**src/rtl/hazard_stall_unit_pkg.sv**
```systemverilog
`default_nettype none
// ============================================================================
// Module   : hazard_stall_unit_pkg
// Brief    : Shared MIPS definitions for the hazard/stall unit: opcode and
//            funct codes, the 2-bit Tuse/Tnew type, and the pipeline-age helper.
// Revision : 1.0 - initial release
// ============================================================================
package hazard_stall_unit_pkg;

    // Width of the Tuse/Tnew timing values
    localparam int T_W   = 2;
    // Width of the multiply/divide busy counter
    localparam int CNT_W = 4;

    typedef logic [T_W-1:0] tval_t;

    // An operand the instruction does not read. It is never less than any Tnew.
    localparam tval_t TUSE_NONE = 2'd3;

    // Primary opcodes
    localparam logic [5:0] OP_RTYPE = 6'h00;
    localparam logic [5:0] OP_JAL   = 6'h03;
    localparam logic [5:0] OP_BEQ   = 6'h04;
    localparam logic [5:0] OP_ORI   = 6'h0d;
    localparam logic [5:0] OP_LUI   = 6'h0f;
    localparam logic [5:0] OP_LW    = 6'h23;
    localparam logic [5:0] OP_SW    = 6'h2b;

    // R-type funct codes
    localparam logic [5:0] FN_SLL   = 6'h00;
    localparam logic [5:0] FN_SRL   = 6'h02;
    localparam logic [5:0] FN_SRA   = 6'h03;
    localparam logic [5:0] FN_JR    = 6'h08;
    localparam logic [5:0] FN_MFHI  = 6'h10;
    localparam logic [5:0] FN_MTHI  = 6'h11;
    localparam logic [5:0] FN_MFLO  = 6'h12;
    localparam logic [5:0] FN_MTLO  = 6'h13;
    localparam logic [5:0] FN_MULT  = 6'h18;
    localparam logic [5:0] FN_MULTU = 6'h19;
    localparam logic [5:0] FN_DIV   = 6'h1a;
    localparam logic [5:0] FN_DIVU  = 6'h1b;
    localparam logic [5:0] FN_ADD   = 6'h20;
    localparam logic [5:0] FN_ADDU  = 6'h21;
    localparam logic [5:0] FN_SUB   = 6'h22;
    localparam logic [5:0] FN_SUBU  = 6'h23;
    localparam logic [5:0] FN_AND   = 6'h24;
    localparam logic [5:0] FN_OR    = 6'h25;
    localparam logic [5:0] FN_XOR   = 6'h26;
    localparam logic [5:0] FN_NOR   = 6'h27;
    localparam logic [5:0] FN_SLT   = 6'h2a;
    localparam logic [5:0] FN_SLTU  = 6'h2b;

    // Tnew one stage further down the pipe: one cycle closer, floored at 0
    function automatic tval_t tnew_age(input tval_t t);
        return (t == '0) ? '0 : t - tval_t'(1);
    endfunction

endpackage
`default_nettype wire

```
**src/rtl/hazard_stall_unit_instr_tdecode.sv**
```systemverilog
`default_nettype none
// ============================================================================
// Module   : instr_tdecode
// Brief    : Combinational per-stage decode: register fields, write address,
//            operand Tuse, E-stage Tnew and multiply/divide class flags.
// Revision : 1.0 - initial release
// ============================================================================
module instr_tdecode
    import hazard_stall_unit_pkg::*;
(
    input  logic [31:0] i_instr,
    output logic [4:0]  o_rs,
    output logic [4:0]  o_rt,
    output logic [4:0]  o_wa,
    output tval_t       o_tuse_rs,
    output tval_t       o_tuse_rt,
    output tval_t       o_tnew_e,
    output logic        o_is_md,
    output logic        o_is_mdstart,
    output logic        o_is_div
);

    logic [5:0] w_op;
    logic [5:0] w_funct;
    logic [4:0] w_rd;
    logic       w_unused;

    assign w_op     = i_instr[31:26];
    assign w_funct  = i_instr[5:0];
    assign w_rd     = i_instr[15:11];
    assign o_rs     = i_instr[25:21];
    assign o_rt     = i_instr[20:16];
    // The shift amount has no bearing on hazards
    assign w_unused = ^i_instr[10:6];

    // Classify the instruction; anything unrecognised reads and writes nothing
    always_comb begin
        o_wa         = 5'd0;
        o_tuse_rs    = TUSE_NONE;
        o_tuse_rt    = TUSE_NONE;
        o_tnew_e     = 2'd0;
        o_is_md      = 1'b0;
        o_is_mdstart = 1'b0;
        o_is_div     = 1'b0;
        case (w_op)
            OP_RTYPE: begin
                case (w_funct)
                    FN_ADD, FN_ADDU, FN_SUB, FN_SUBU, FN_AND, FN_OR,
                    FN_XOR, FN_NOR, FN_SLT, FN_SLTU: begin
                        o_tuse_rs = 2'd1;
                        o_tuse_rt = 2'd1;
                        o_wa      = w_rd;
                        o_tnew_e  = 2'd1;
                    end
                    FN_SLL, FN_SRL, FN_SRA: begin
                        o_tuse_rt = 2'd1;
                        o_wa      = w_rd;
                        o_tnew_e  = 2'd1;
                    end
                    FN_JR: begin
                        o_tuse_rs = 2'd0;
                    end
                    FN_MFHI, FN_MFLO: begin
                        o_wa     = w_rd;
                        o_tnew_e = 2'd1;
                        o_is_md  = 1'b1;
                    end
                    FN_MTHI, FN_MTLO: begin
                        o_tuse_rs = 2'd1;
                        o_is_md   = 1'b1;
                    end
                    FN_MULT, FN_MULTU: begin
                        o_tuse_rs    = 2'd1;
                        o_tuse_rt    = 2'd1;
                        o_is_md      = 1'b1;
                        o_is_mdstart = 1'b1;
                    end
                    FN_DIV, FN_DIVU: begin
                        o_tuse_rs    = 2'd1;
                        o_tuse_rt    = 2'd1;
                        o_is_md      = 1'b1;
                        o_is_mdstart = 1'b1;
                        o_is_div     = 1'b1;
                    end
                    default: ;
                endcase
            end
            OP_BEQ: begin
                o_tuse_rs = 2'd0;
                o_tuse_rt = 2'd0;
            end
            OP_ORI, OP_LUI: begin
                o_tuse_rs = 2'd1;
                o_wa      = o_rt;
                o_tnew_e  = 2'd1;
            end
            OP_LW: begin
                o_tuse_rs = 2'd1;
                o_wa      = o_rt;
                o_tnew_e  = 2'd2;
            end
            OP_SW: begin
                o_tuse_rs = 2'd1;
                o_tuse_rt = 2'd2;
            end
            OP_JAL: begin
                o_wa     = 5'd31;
                o_tnew_e = 2'd0;
            end
            default: ;
        endcase
    end

endmodule
`default_nettype wire

```
**src/rtl/hazard_stall_unit.sv**
```systemverilog
`default_nettype none
// ============================================================================
// Module   : hazard_stall_unit
// Brief    : D-stage stall decision. Compares D operand Tuse against E/M Tnew,
//            interlocks on the multi-cycle mult/div unit, and drives PC/D write
//            enables plus the E-register flush.
//            Optional: STALL_COUNT_EN enables a 32-bit stall-cycle counter.
// Revision : 1.0 - initial release
// ============================================================================
module hazard_stall_unit
    import hazard_stall_unit_pkg::*;
#(
    parameter int MULT_CYCLES = 5,
    parameter int DIV_CYCLES  = 10
) (
    input  logic        clk,
    input  logic        reset,
    input  logic [31:0] D_Instr,
    input  logic [31:0] E_Instr,
    input  logic [31:0] M_Instr,
    output logic        PC_WrEn,
    output logic        D_WrEn,
    output logic        E_WrEn,
    output logic        E_flush,
    output logic        mdu_busy,
    output logic [31:0] stall_cycles
);

    logic [4:0] d_rs, d_rt, d_wa, e_rs, e_rt, e_wa, m_rs, m_rt, m_wa;
    tval_t      d_tuse_rs, d_tuse_rt, d_tnew_e;
    tval_t      e_tuse_rs, e_tuse_rt, e_tnew;
    tval_t      m_tuse_rs, m_tuse_rt, m_tnew_e, m_tnew;
    logic       d_is_md, d_is_mdstart, d_is_div;
    logic       e_is_md, e_is_mdstart, e_is_div;
    logic       m_is_md, m_is_mdstart, m_is_div;

    logic             stall_rs, stall_rt, stall_mdu, stall;
    logic [CNT_W-1:0] cnt_q, cnt_d;
    logic             w_unused;

    instr_tdecode u_dec_d (
        .i_instr(D_Instr), .o_rs(d_rs), .o_rt(d_rt), .o_wa(d_wa),
        .o_tuse_rs(d_tuse_rs), .o_tuse_rt(d_tuse_rt), .o_tnew_e(d_tnew_e),
        .o_is_md(d_is_md), .o_is_mdstart(d_is_mdstart), .o_is_div(d_is_div)
    );

    instr_tdecode u_dec_e (
        .i_instr(E_Instr), .o_rs(e_rs), .o_rt(e_rt), .o_wa(e_wa),
        .o_tuse_rs(e_tuse_rs), .o_tuse_rt(e_tuse_rt), .o_tnew_e(e_tnew),
        .o_is_md(e_is_md), .o_is_mdstart(e_is_mdstart), .o_is_div(e_is_div)
    );

    instr_tdecode u_dec_m (
        .i_instr(M_Instr), .o_rs(m_rs), .o_rt(m_rt), .o_wa(m_wa),
        .o_tuse_rs(m_tuse_rs), .o_tuse_rt(m_tuse_rt), .o_tnew_e(m_tnew_e),
        .o_is_md(m_is_md), .o_is_mdstart(m_is_mdstart), .o_is_div(m_is_div)
    );

    // Decode outputs that no stage-specific check needs
    assign w_unused = ^{d_wa, d_tnew_e, d_is_mdstart, d_is_div,
                        e_rs, e_rt, e_tuse_rs, e_tuse_rt, e_is_md,
                        m_rs, m_rt, m_tuse_rs, m_tuse_rt,
                        m_is_md, m_is_mdstart, m_is_div};

    assign m_tnew = tnew_age(m_tnew_e);

    // Same-cycle stall decision; rs/rt != 0 also masks writes to $0
    always_comb begin
        stall_rs  = (d_rs != 5'd0) &&
                    (((d_rs == e_wa) && (d_tuse_rs < e_tnew)) ||
                     ((d_rs == m_wa) && (d_tuse_rs < m_tnew)));
        stall_rt  = (d_rt != 5'd0) &&
                    (((d_rt == e_wa) && (d_tuse_rt < e_tnew)) ||
                     ((d_rt == m_wa) && (d_tuse_rt < m_tnew)));
        stall_mdu = d_is_md && (e_is_mdstart || (cnt_q != '0));
        stall     = stall_rs || stall_rt || stall_mdu;
    end

    assign PC_WrEn  = ~stall;
    assign D_WrEn   = ~stall;
    assign E_WrEn   = 1'b1;
    assign E_flush  = stall;
    assign mdu_busy = (cnt_q != '0);

    // Busy counter next state: a new start reloads, otherwise count down to 0
    always_comb begin
        cnt_d = cnt_q;
        if (reset) begin
            cnt_d = '0;
        end else if (e_is_mdstart) begin
            cnt_d = e_is_div ? CNT_W'(DIV_CYCLES) : CNT_W'(MULT_CYCLES);
        end else if (cnt_q != '0) begin
            cnt_d = cnt_q - CNT_W'(1);
        end
    end

    // Busy counter register
    always_ff @(posedge clk) begin
        cnt_q <= cnt_d;
    end

`ifdef STALL_COUNT_EN
    logic [31:0] stall_cnt_q, stall_cnt_d;

    // Count every edge at which D is held; wraps naturally at 2^32
    always_comb begin
        stall_cnt_d = stall_cnt_q;
        if (reset) begin
            stall_cnt_d = '0;
        end else if (stall) begin
            stall_cnt_d = stall_cnt_q + 32'd1;
        end
    end

    // Stall counter register
    always_ff @(posedge clk) begin
        stall_cnt_q <= stall_cnt_d;
    end

    assign stall_cycles = stall_cnt_q;
`else
    assign stall_cycles = 32'b0;
`endif

endmodule
`default_nettype wire

```
**config.mk**
```make
export PLATFORM = sky130hd
export DESIGN_NAME = hazard_stall_unit
export DESIGN_NICKNAME = d
export VERILOG_FILES = /design/src/rtl/hazard_stall_unit_pkg.sv /design/src/rtl/hazard_stall_unit_instr_tdecode.sv /design/src/rtl/hazard_stall_unit.sv
export SDC_FILE = /design/constraint.sdc
export NUM_CORES = 1
export LEC_CHECK = 0
export CORE_ASPECT_RATIO = 0.5
export CORE_MARGIN = 3
export CORE_UTILIZATION = 32
export CTS_CLUSTER_SIZE = 12
export DETAILED_ROUTE_END_ITERATION = 8
export PLACE_DENSITY = 0.83
export SYNTH_ARGS = -nofsm -noshare
export SYNTH_HDL_FRONTEND = slang
export SYNTH_SLANG_ARGS = --single-unit
```
**constraint.sdc**
```tcl
create_clock -name clk -period 4.1 [get_ports clk]
set_input_delay 0.82 -clock clk [delete_from_list [all_inputs] [get_ports clk]]
set_output_delay 0.82 -clock clk [all_outputs]
set_load 0.05 [all_outputs]
```
* After elaboration in Yosys (flattened, before gate mapping)
Cells that the tools add are included.
** Cells by class
- $mul :: 0
- Add/subtract/negate cells :: 2
- Equality and inequality tests :: 70
- Bitwise operators :: 1
- Divide/modulo/power cells :: 0
- $lt $le $gt $ge :: 4
- Reductions and logical operators :: 35
- Shift operators :: 0
- Mux-type cells :: 22
** Operators by type and width (number)
- $eq A6 B6 Y1 const B :: 34
- $eq A6 B5 Y1 const B :: 16
- $eq A6 B2 Y1 const B :: 8
- $eq A6 B4 Y1 const B :: 7
- $logic_not A6 Y1 :: 6
- $pmux W5 S3 :: 2
- $reduce_or A15 Y1 :: 2
- $pmux W2 S3 :: 4
- $eq A5 B5 Y1 :: 4
- $reduce_or A17 Y1 :: 1
- $reduce_or A16 Y1 :: 1
- $mux W4 :: 3
- $mux W5 :: 2
- $reduce_bool A5 Y1 :: 2
- $lt A2 B2 Y1 :: 4
- $mux W1 :: 8
- $reduce_or A4 Y1 :: 2
- $reduce_or A8 Y1 :: 1
- $logic_and A1 B1 Y1 :: 7
- $eq A6 B3 Y1 const B :: 1
- $reduce_or A2 Y1 :: 3
- $reduce_or A3 Y1 :: 2
- $logic_or A1 B1 Y1 :: 5
- $mux W2 :: 2
- other kinds (7) :: 7
** Storage, ports and cells
- Memories kept :: 0
- Bits in latches :: 0
- Word-level logic and storage cells :: 135
- Memory bits (writable) :: 0
- Output and inout port bits :: 37
- Register bits after elaboration :: 4
- Bits in read-only memories :: 0
- Input bits :: 98

* Logic depth before layout (Yosys ltp)
Gate-level depths: netlist (run 1).
- Depth after elaboration :: 13
- Depth in mapped cells :: 13
- Depth with buffers taken out :: 12

* By module
Synthesis (run 1) repeated with hierarchy kept, for this count alone.
** Unflattened totals
- Cells, all modules :: 340
- Area, all modules :: 2404.8 um2
** By module, submodules not included
- instr_tdecode (u_dec_e ...) :: cells each 78, area each 529.3 um2, instances 2, sequential area each 0.0 um2
- hazard_stall_unit :: cells each 111, area each 850.8 um2, instances 1, sequential area each 80.1 um2
- instr_tdecode (u_dec_d) :: cells each 73, area each 495.5 um2, instances 1, sequential area each 0.0 um2

* Worst setup path after synthesis (run 1)
OpenSTA, ideal clock, no wires.
- Kind :: input port to output port
- Start point :: in M_Instr[3]
- End point :: out E_flush
- Stages :: 7
- Buffers on the path :: 0
- Data required time :: 3.280 ns
- Data arrival time :: 3.924 ns
- Slack :: -0.644 ns
- Cells stage by stage :: nor2b_1 > or4b_4 > a21oi_1 > a221oi_2 > xor2_1 > nand4_1 > o311ai_0
** Between the ends
- Word-level cells in the longest chain between the ends :: 12
- Elaborated cells on any way between the ends :: 35
- Classes of those cells :: add/sub (1); order compare (2); eq/ne (16); mux (5); reduce/logical (11)
** Ends and longest elaborated chain
- start: declaration :: RTL line hazard_stall_unit.sv:20 : input logic [31:0] M_Instr,
- $eq A6 B6 Y1, or another cell as far along :: RTL line hazard_stall_unit_instr_tdecode.sv:47 : case (w_funct)
- $reduce_or A15 Y1 (no line) (*)
- $mux W1 :: RTL line hazard_stall_unit_instr_tdecode.sv:47
- $pmux W2 S3 :: RTL line hazard_stall_unit_instr_tdecode.sv:45 : case (w_op)
- $sub A2 B1 Y2 or $logic_not A2 Y1 (tied branches) :: RTL line hazard_stall_unit_pkg.sv:55 : return (t == '0) ? '0 : t - tval_t'(1);
- $mux W2 :: RTL line hazard_stall_unit_pkg.sv:55
- $lt A2 B2 Y1, on equally long branches :: RTL line hazard_stall_unit.sv:71, hazard_stall_unit.sv:74
- $logic_and A1 B1 Y1, on equally long branches :: RTL line hazard_stall_unit.sv:71, hazard_stall_unit.sv:74
- $logic_or A1 B1 Y1, on equally long branches :: RTL line hazard_stall_unit.sv:70, hazard_stall_unit.sv:73
- $logic_and A1 B1 Y1, on equally long branches :: RTL line hazard_stall_unit.sv:69, hazard_stall_unit.sv:72
- $logic_or A1 B1 Y1 (*) (2 in series) :: RTL line hazard_stall_unit.sv:76 : stall = stall_rs || stall_rt || stall_mdu;
- end: declaration :: RTL line hazard_stall_unit.sv:24 : output logic E_flush,
Mark *: on every way between the ends. The rest lies on a longest branch, timed or not.

* Worst setup path after layout (run 1)
- Start point :: in D_Instr[28]
- End point :: out E_flush
** Between the ends
- Word-level cells in the longest chain between the ends :: 9
- Elaborated cells on any way between the ends :: 25
- Classes of those cells :: order compare (4); eq/ne (5); mux (3); reduce/logical (13)
** Ends and longest elaborated chain
- start: declaration :: RTL line hazard_stall_unit.sv:18 : input logic [31:0] D_Instr,
- $eq A6 B6 Y1, or another cell as far along :: RTL line hazard_stall_unit_instr_tdecode.sv:45
- $reduce_or A4 Y1 (no line)
- $pmux W2 S3 :: RTL line hazard_stall_unit_instr_tdecode.sv:45
- $lt A2 B2 Y1, on equally long branches :: RTL line hazard_stall_unit.sv:70, hazard_stall_unit.sv:71
- $logic_and A1 B1 Y1, on equally long branches :: RTL line hazard_stall_unit.sv:70, hazard_stall_unit.sv:71
- $logic_or A1 B1 Y1 :: RTL line hazard_stall_unit.sv:70 : (((d_rs == e_wa) && (d_tuse_rs < e_tnew)) ||
- $logic_and A1 B1 Y1 :: RTL line hazard_stall_unit.sv:69 : stall_rs = (d_rs != 5'd0) &&
- $logic_or A1 B1 Y1 :: RTL line hazard_stall_unit.sv:76
- $logic_or A1 B1 Y1 (*) :: RTL line hazard_stall_unit.sv:76
Marks and branches as above.

==> results of run 1 <==
[worst max path at each step]
stage / cells after the start / slack, ns / endpoint / from
2_1_floorplan: 13 / 0.01 / PC_WrEn / D_Instr[1]
4_1_cts: 12 / 0.001 / E_flush / E_Instr[5]
3_3_place_gp: 14 / -0.28 / D_WrEn / D_Instr[0]
3_5_place_dp: 14 / -0.34 / D_WrEn / D_Instr[1]
6_report: 13 / 0.002 / E_flush / D_Instr[28]
5_1_grt: 13 / -0.06 / E_flush / D_Instr[28]
[what timing repair did]
action | in CTS | in global routing
cloned | 0 | 0
endpoints found under the setup margin | 3 | 3
pin swaps | 7 | 29
resized for setup | 23 | 44
endpoints found under the hold margin | 0 | 0
setup buffers | 2 | 5
[area by class of cell]
cell class	instances	area, µm²	share of cell area [%]
Inverter	10	37.5	1.43
Multi-Input combinational cell	192	1450	55.1
Tap cell	54	67.6	2.57
Timing Repair Buffer	96	951	36.2
Clock buffer	3	41.3	1.57
Sequential cell	4	80.1	3.05
[cells by family (layout without fill, tap and decap cells)]
kind of cell	count (synthesis)	after routing
other	2	35
and+or+nand+nor	79	79
buffers and inverters	44	109
AOI/OAI and AO/OA	55	55
adders and majority gates	6	6
xor gates and xnor gates	17	17
DFF	4	4
[critical path: stages]
cell                              delay [ns]
sky130_fd_sc_hd__clkdlybuf4s50_1        0.44
sky130_fd_sc_hd__nand3b_1               0.19
sky130_fd_sc_hd__o21ai_0                0.10
sky130_fd_sc_hd__a21oi_1                0.09
sky130_fd_sc_hd__or3_4                  0.36
sky130_fd_sc_hd__ha_4                   0.27
sky130_fd_sc_hd__inv_1                  0.04
sky130_fd_sc_hd__o221a_1                0.26
sky130_fd_sc_hd__nand4_1                0.11
sky130_fd_sc_hd__o2bb2ai_2              0.14
sky130_fd_sc_hd__buf_4                  0.16
sky130_fd_sc_hd__o311ai_4               0.09
sky130_fd_sc_hd__clkbuf_16              0.20
[per-layer routing]
layer | part of all wire (%) | wire [µm]
met2 | 56 | 2780
met3 | 6.1 | 303
met4 | 1.3 | 64
met1 | 37 | 1840
met5 | 0 | 0
[power groups by stage]
stage,sequential (mW),clock [mW],combinational [mW]
floorplan,0.0618,0,0.242
global placement,0.0635,0,0.329
detailed placement,0.0641,0,0.343
CTS,0.0641,0.0873,0.348
global route,0.0658,0.0908,0.392
finish,0.0645,0.0859,0.363
[stage by stage]
stage	area [µm²]	power (mW)	hold slack, ns	setup TNS [ns]
after floorplan	1610	0.304	0.553	0
after global placement	2290	0.392	0.572	-0.774
after detailed placement	2290	0.407	0.598	-0.977
after CTS	2410	0.500	0.607	0
after global routing	2630	0.549	0.636	-0.0633
final	2630	0.513	0.604	0
[cell usage in the layout, fill, tap and decap left out, drive strengths merged, types with 8 or more instances in the layout]
| cell type | netlist | final |
|---|---|---|
| clkdlybuf4s50 | 0 | 47 |
| xor2 | 12 | 12 |
| nand2 | 11 | 11 |
| inv | 10 | 10 |
| dlymetal6s2s | 0 | 12 |
| buf | 34 | 28 |
| conb | 2 | 35 |
| o21ai | 8 | 8 |
| nor2 | 22 | 22 |
| a21oi | 17 | 17 |
==> impl_metrics.json, run 1 <==
{
  "layout-area-overhead-vs-synth_pct": 78.1,
  "grt_overflow_total": 0,
  "pwr_density_cell_nw_per_um2": 196,
  "floorplan.initialDensity_pct": 35.4,
  "post-synth-top-count-cell": "sky130_fd_sc_hd__buf_4",
  "clkTransAtPathRegs_ns": 0.03,
  "start_kind": "input port",
  "pwr-share-seq_pct": 12.6,
  "yosys.area_share.simple_pct": 31.8,
  "clkPwrFrac_pct": 16.7,
  "registers.top_by_ff_count": "cnt_q",
  "combinational_family_with_the_most_area_after_synthesis": "simple AND/OR/NAND/NOR gates",
  "postCtsHoldBufs": 0,
  "final-instance-count-excl-fill": 359,
  "synth_seq_cells": 4,
  "cts_num_sinks": 4,
  "critical_path.max_fanout": 3,
  "tritoncts": "done",
  "detail_route.drc_violations": 0,
  "die-area_um2": 5510,
  "avgSynthCellArea_um2": 7.12,
  "floorplan.die.width_um": 102,
  "grt_util_met2_pct": 35.4,
  "design.final.nets": 411,
  "grt_antenna_before_repair": 0,
  "synth-adder-area-share_pct": 5.09,
  "clock_latency_late_sink_ns": 0.22,
  "comb_power_share_pct": 70.7,
  "holdPathEnd": "cnt_q[1]",
  "min_period_ns": 4.10,
  "layout-drive-gt1-share_pct": 23.9,
  "worstHoldPathCells": 2,
  "worstReg2RegStart": "cnt_q[0]",
  "design.core.area_um2": 4160,
  "critical_path.endpoint_type": "primary output",
  "vias": 1822,
  "postSynthCellCount": 207,
  "synth_cell_type_count": 52,
  "cp.required_ns": 3.28,
  "report.final.hold_viol_count": 0,
  "placed_instance_count": 349,
  "first_pass_grt_wire_length_mm": 7.40,
  "synth_edf_count": 0,
  "synth.area.mux_share_pct": 0,
  "drv_cap": 0,
  "switching_share_pct": 48.2,
  "synthesis.yosys.warnings": 0,
  "critPathArrivalTime_ns": 3.28,
  "synth.top_cells.by_area": "sky130_fd_sc_hd__buf_4 17%, sky130_fd_sc_hd__xor2_1 7.1%, sky130_fd_sc_hd__a21oi_1 5.8%, sky130_fd_sc_hd__dfxtp_1 5.4%, sky130_fd_sc_hd__nor2_1 5.3%",
  "num_rows": 16,
  "grtUsageMet3_pct": 2.20,
  "final_max_slew_viol_count": 0,
  "r2r-end": "cnt_q[0]",
  "detail_route.vias_per_cell": 5.08,
  "p_int_mw": 0.266,
  "routed_wl_per_cell_um": 13.9,
  "routabilityCongestion": 0.867,
  "fmax_mhz": 244,
  "cts_root_buf": "sky130_fd_sc_hd__clkbuf_8",
  "synth-async-reset-ratio_pct": 0,
  "yosys.area.top_type": "sky130_fd_sc_hd__buf_4",
  "worstRegToRegCells": 6,
  "gr-usage-all-layers_pct": 16.9,
  "place.port_buffers": 71,
  "drt_first_pass_iters": 4,
  "setup_viol_count_final": 0,
  "rsz0062_at_grt": "yes",
  "cts_made_buffers": 3,
  "grtUsageMet1_pct": 17.9,
  "dieHeight_um": 54.0,
  "switching_power_mw": 0.247,
  "synth_xor_area_share_pct": 10.1,
  "dpl.hpwl_mm": 4.04,
  "min_path_type": "register to register",
  "insertedDiodeCount": 0,
  "ios": 135,
  "cts_max_path_buffers": 2,
  "clock_skew_ns": 0.00526,
  "syn-cell-area_um2": 1470,
  "drtIter0Drc": 71,
  "final_min_period_over_clock_period_pct": 99.9,
  "reg.largest.list": "cnt_q (4)",
  "global_route.peak_usage_layer": "met2",
  "setup.reg_to_reg.worst_slack_ns": 2.89,
  "timing.setup.critical_path_class": "input port to primary output",
  "layout.core_utilization_pct": 63.0,
  "ys.flop_type": "sky130_fd_sc_hd__dfxtp_1",
  "layout_setup_ws_ns": 0.00230,
  "pre_cts_ws_ns": -0.341,
  "grt_max_degree": 8,
  "max-vdd-ir-drop_mv": 0.153,
  "num-fill-cells": 329,
  "first_global_vias": 1681,
  "cts.htree.levels": 1,
  "synth_seq_area_share_pct": 5.43,
  "synth_top_cell_area_share_pct": 17.3,
  "largest_register_ffs": 4,
  "worstHoldStart": "cnt_q[1]",
  "result_of_the_run": "complete, no violations",
  "synth_compound_gate_area_share_pct": 27.2,
  "yosys-top-cells-count": "34 x sky130_fd_sc_hd__buf_4, 21 x sky130_fd_sc_hd__nor2_1, 17 x sky130_fd_sc_hd__a21oi_1",
  "power.static_leakage_nw": 1.20,
  "drt-total-wl_mm": 4.98,
  "drt.antenna.violating_nets": 0
}
No activity file was read; power rests on OpenSTA's default activity.
==> run 2, diff against run 1 <==
CAP_MARGIN = 0   (was default)
SLEW_MARGIN = 30   (was default)
==> results of run 2 <==
The final DEF is identical to that of run 1; final timing and power are the same.
==> run 3, diff against run 2 <==
REMOVE_ABC_BUFFERS = 1   (was default)
==> impl_metrics.json, run 3 (synthesized netlist as in run 1, its figures left out) <==
{
  "design.final.nets": 421,
  "num_rows": 16,
  "cts_made_buffers": 3,
  "report.final.hold_viol_count": 0,
  "switching_share_pct": 48.4,
  "fmax_mhz": 241,
  "result_of_the_run": "finished with violations",
  "routabilityCongestion": 0.872,
  "cts_num_sinks": 4,
  "r2r-end": "cnt_q[0]",
  "critical-path-max-stage-delay_ns": 0.51,
  "multi_input_comb_area_um2": 1420,
  "comb_power_share_pct": 71.3,
  "grt_overflow_total": 0,
  "cts_max_path_buffers": 2,
  "switching_power_mw": 0.254,
  "finalHoldWorstSlack_ns": 0.611,
  "critical_path.max_fanout": 5,
  "clkPwrFrac_pct": 16.4,
  "final_min_period_over_clock_period_pct": 101,
  "clock_latency_late_sink_ns": 0.22,
  "min_period_ns": 4.15,
  "drt.antenna.violating_nets": 0,
  "first_global_vias": 1733,
  "p_int_mw": 0.271,
  "global_route.peak_usage_layer": "met2",
  "critical_path.slowest_cell": "sky130_fd_sc_hd__or4_4",
  "setup.worst_path.end": "D_WrEn",
  "power.static_leakage_nw": 1.20,
  "drtIter0Drc": 73,
  "detail_route.vias_per_cell": 5.16,
  "worstReg2RegStart": "cnt_q[0]",
  "floorplan.die.width_um": 102,
  "layout.area.seq_um2": 80.1,
  "layout.core_utilization_pct": 64.0,
  "timing.setup.critical_path_class": "input port to primary output",
  "drt-total-wl_mm": 5.54,
  "final_max_slew_viol_count": 0,
  "max-vdd-ir-drop_mv": 0.150,
  "cp.required_ns": 3.28,
  "first_pass_grt_wire_length_mm": 7.47,
  "dieHeight_um": 54.0,
  "layout.cells.most_common_list": "48 x sky130_fd_sc_hd__clkdlybuf4s50_1, 35 x sky130_fd_sc_hd__conb_1, 34 x sky130_fd_sc_hd__buf_4",
  "layout_setup_ws_ns": -0.0478,
  "cts.htree.levels": 1,
  "critical_path.endpoint_type": "primary output",
  "num-fill-cells": 331,
  "start_kind": "input port",
  "layout-drive-gt1-share_pct": 25.7,
  "clock_skew_ns": 0.00209,
  "cts_root_buf": "sky130_fd_sc_hd__clkbuf_8",
  "die-area_um2": 5510,
  "cp-startpoint": "E_Instr[28]",
  "pwr_density_cell_nw_per_um2": 197,
  "routed_wl_per_cell_um": 15.0,
  "drv_cap": 0,
  "gr-usage-all-layers_pct": 16.9,
  "registers.top_by_ff_count": "cnt_q",
  "insertedDiodeCount": 0,
  "min_path_type": "register to register",
  "clkTransAtPathRegs_ns": 0.03,
  "timing.critical_path.buf_inv": 2,
  "place.port_buffers": 71,
  "layout_commonest_cell": "sky130_fd_sc_hd__clkdlybuf4s50_1",
  "largest_delay_contributor_family_on_the_critical_path": "simple AND/OR/NAND/NOR gates",
  "rsz0062_at_grt": "yes",
  "drt_first_pass_iters": 4,
  "detail_route.drc_violations": 0,
  "design.core.area_um2": 4160,
  "tritoncts": "done",
  "grt_antenna_before_repair": 0,
  "pwr-share-seq_pct": 12.3,
  "largest_register_ffs": 4,
  "ios": 135,
  "setup.reg_to_reg.worst_slack_ns": 2.85,
  "vias": 1905,
  "grt_max_degree": 8,
  "dpl.hpwl_mm": 3.98,
  "worstRegToRegCells": 6,
  "failed_checks": "negative setup slack",
  "reg.largest.list": "cnt_q (4)",
  "critPathArrivalTime_ns": 3.33,
  "grt_util_met2_pct": 35.5,
  "setup_viol_count_final": 3,
  "grtUsageMet3_pct": 1.68,
  "layout-area-overhead-vs-synth_pct": 80.8,
  "grtUsageMet1_pct": 18.4,
  "floorplan.initialDensity_pct": 35.4,
  "cp_num_cells": 10,
  "crit_path_cell_trace": "clkdlybuf4s50_1, or4_4, nor2_4, o211ai_1, nand2_1, xor2_1, nor4_4, a31oi_2, o311a_4, buf_12"
}
run 3: cell count changes in the layout (fill, tap and decap cells not counted), moves of 2 or more:
cell | previous run | this run
sky130_fd_sc_hd__buf_4 | 24 | 34
sky130_fd_sc_hd__dlygate4sd2_1 | 5 | 9
sky130_fd_sc_hd__dlymetal6s2s_1 | 12 | 8
sky130_fd_sc_hd__a21oi_4 | 2 | 0
run 3: metal layers:
metal  share of wire, %  vias to the layer above
met5                  0                        -
met4                1.3                        0
met3                6.2                        7
met2                 54                       89
met1                 39                      892
li1                   -                      917
run 3: metrics by stage:
stage / cell area (µm²) / total power [mW] / instances / worst slack (ns) / TNS [ns]
after floorplan: 1340 / 0.278 / 206 / -0.644 / -0.644
after global placement: 2340 / 0.398 / 356 / -0.265 / -0.774
after detailed placement: 2340 / 0.411 / 356 / -0.304 / -0.902
after CTS: 2510 / 0.508 / 367 / 0.000382 / 0
after global routing: 2670 / 0.561 / 369 / -0.155 / -0.401
final: 2670 / 0.525 / 369 / -0.0478 / -0.124
run 3: worst min path at each step:
| stage | start | end | slack, ns | depth (start not counted) |
|---|---|---|---|---|
| CTS | cnt_q[3] | cnt_q[3] | 0.60 | 3 |
| finish | cnt_q[3] | cnt_q[3] | 0.61 | 3 |
| global placement | cnt_q[3] | cnt_q[3] | 0.58 | 3 |
| floorplan | cnt_q[3] | cnt_q[3] | 0.55 | 3 |
| detailed placement | cnt_q[3] | cnt_q[3] | 0.59 | 3 |
| global route | cnt_q[3] | cnt_q[3] | 0.63 | 3 |
run 3: layout make-up:
cell class / count / share of cell area (%)
multi-input cells: 192 / 53.4
well taps: 54 / 2.54
flip-flops and latches: 4 / 3.00
repair buffers: 106 / 38.1
clock buffers: 3 / 1.55
inverters: 10 / 1.41
run 3: power groups by stage:
stage,Sequential (mW),Clock [mW],Combinational (mW)
4_1_cts,0.0643,0.0877,0.356
5_1_grt,0.0659,0.0905,0.404
6_report,0.0648,0.0859,0.374
3_5_place_dp,0.0644,0,0.347
3_3_place_gp,0.0631,0,0.335
2_1_floorplan,0.0618,0,0.216
run 3: repair_timing:
action                     4_1_cts  5_1_grt
resized for setup               29       32
gates cloned                     0        0
setup buffers                    8        3
hold buffers                     0        0
pin swaps                       18       26
setup endpoints to repair        3        3
run 3: worst min-delay path, stage by stage, from the launching register on:
cell and delay, ns:
sky130_fd_sc_hd__dfxtp_1 0.34, sky130_fd_sc_hd__xor2_1 0.08, sky130_fd_sc_hd__nand3_1 0.07, sky130_fd_sc_hd__a21oi_1 0.06
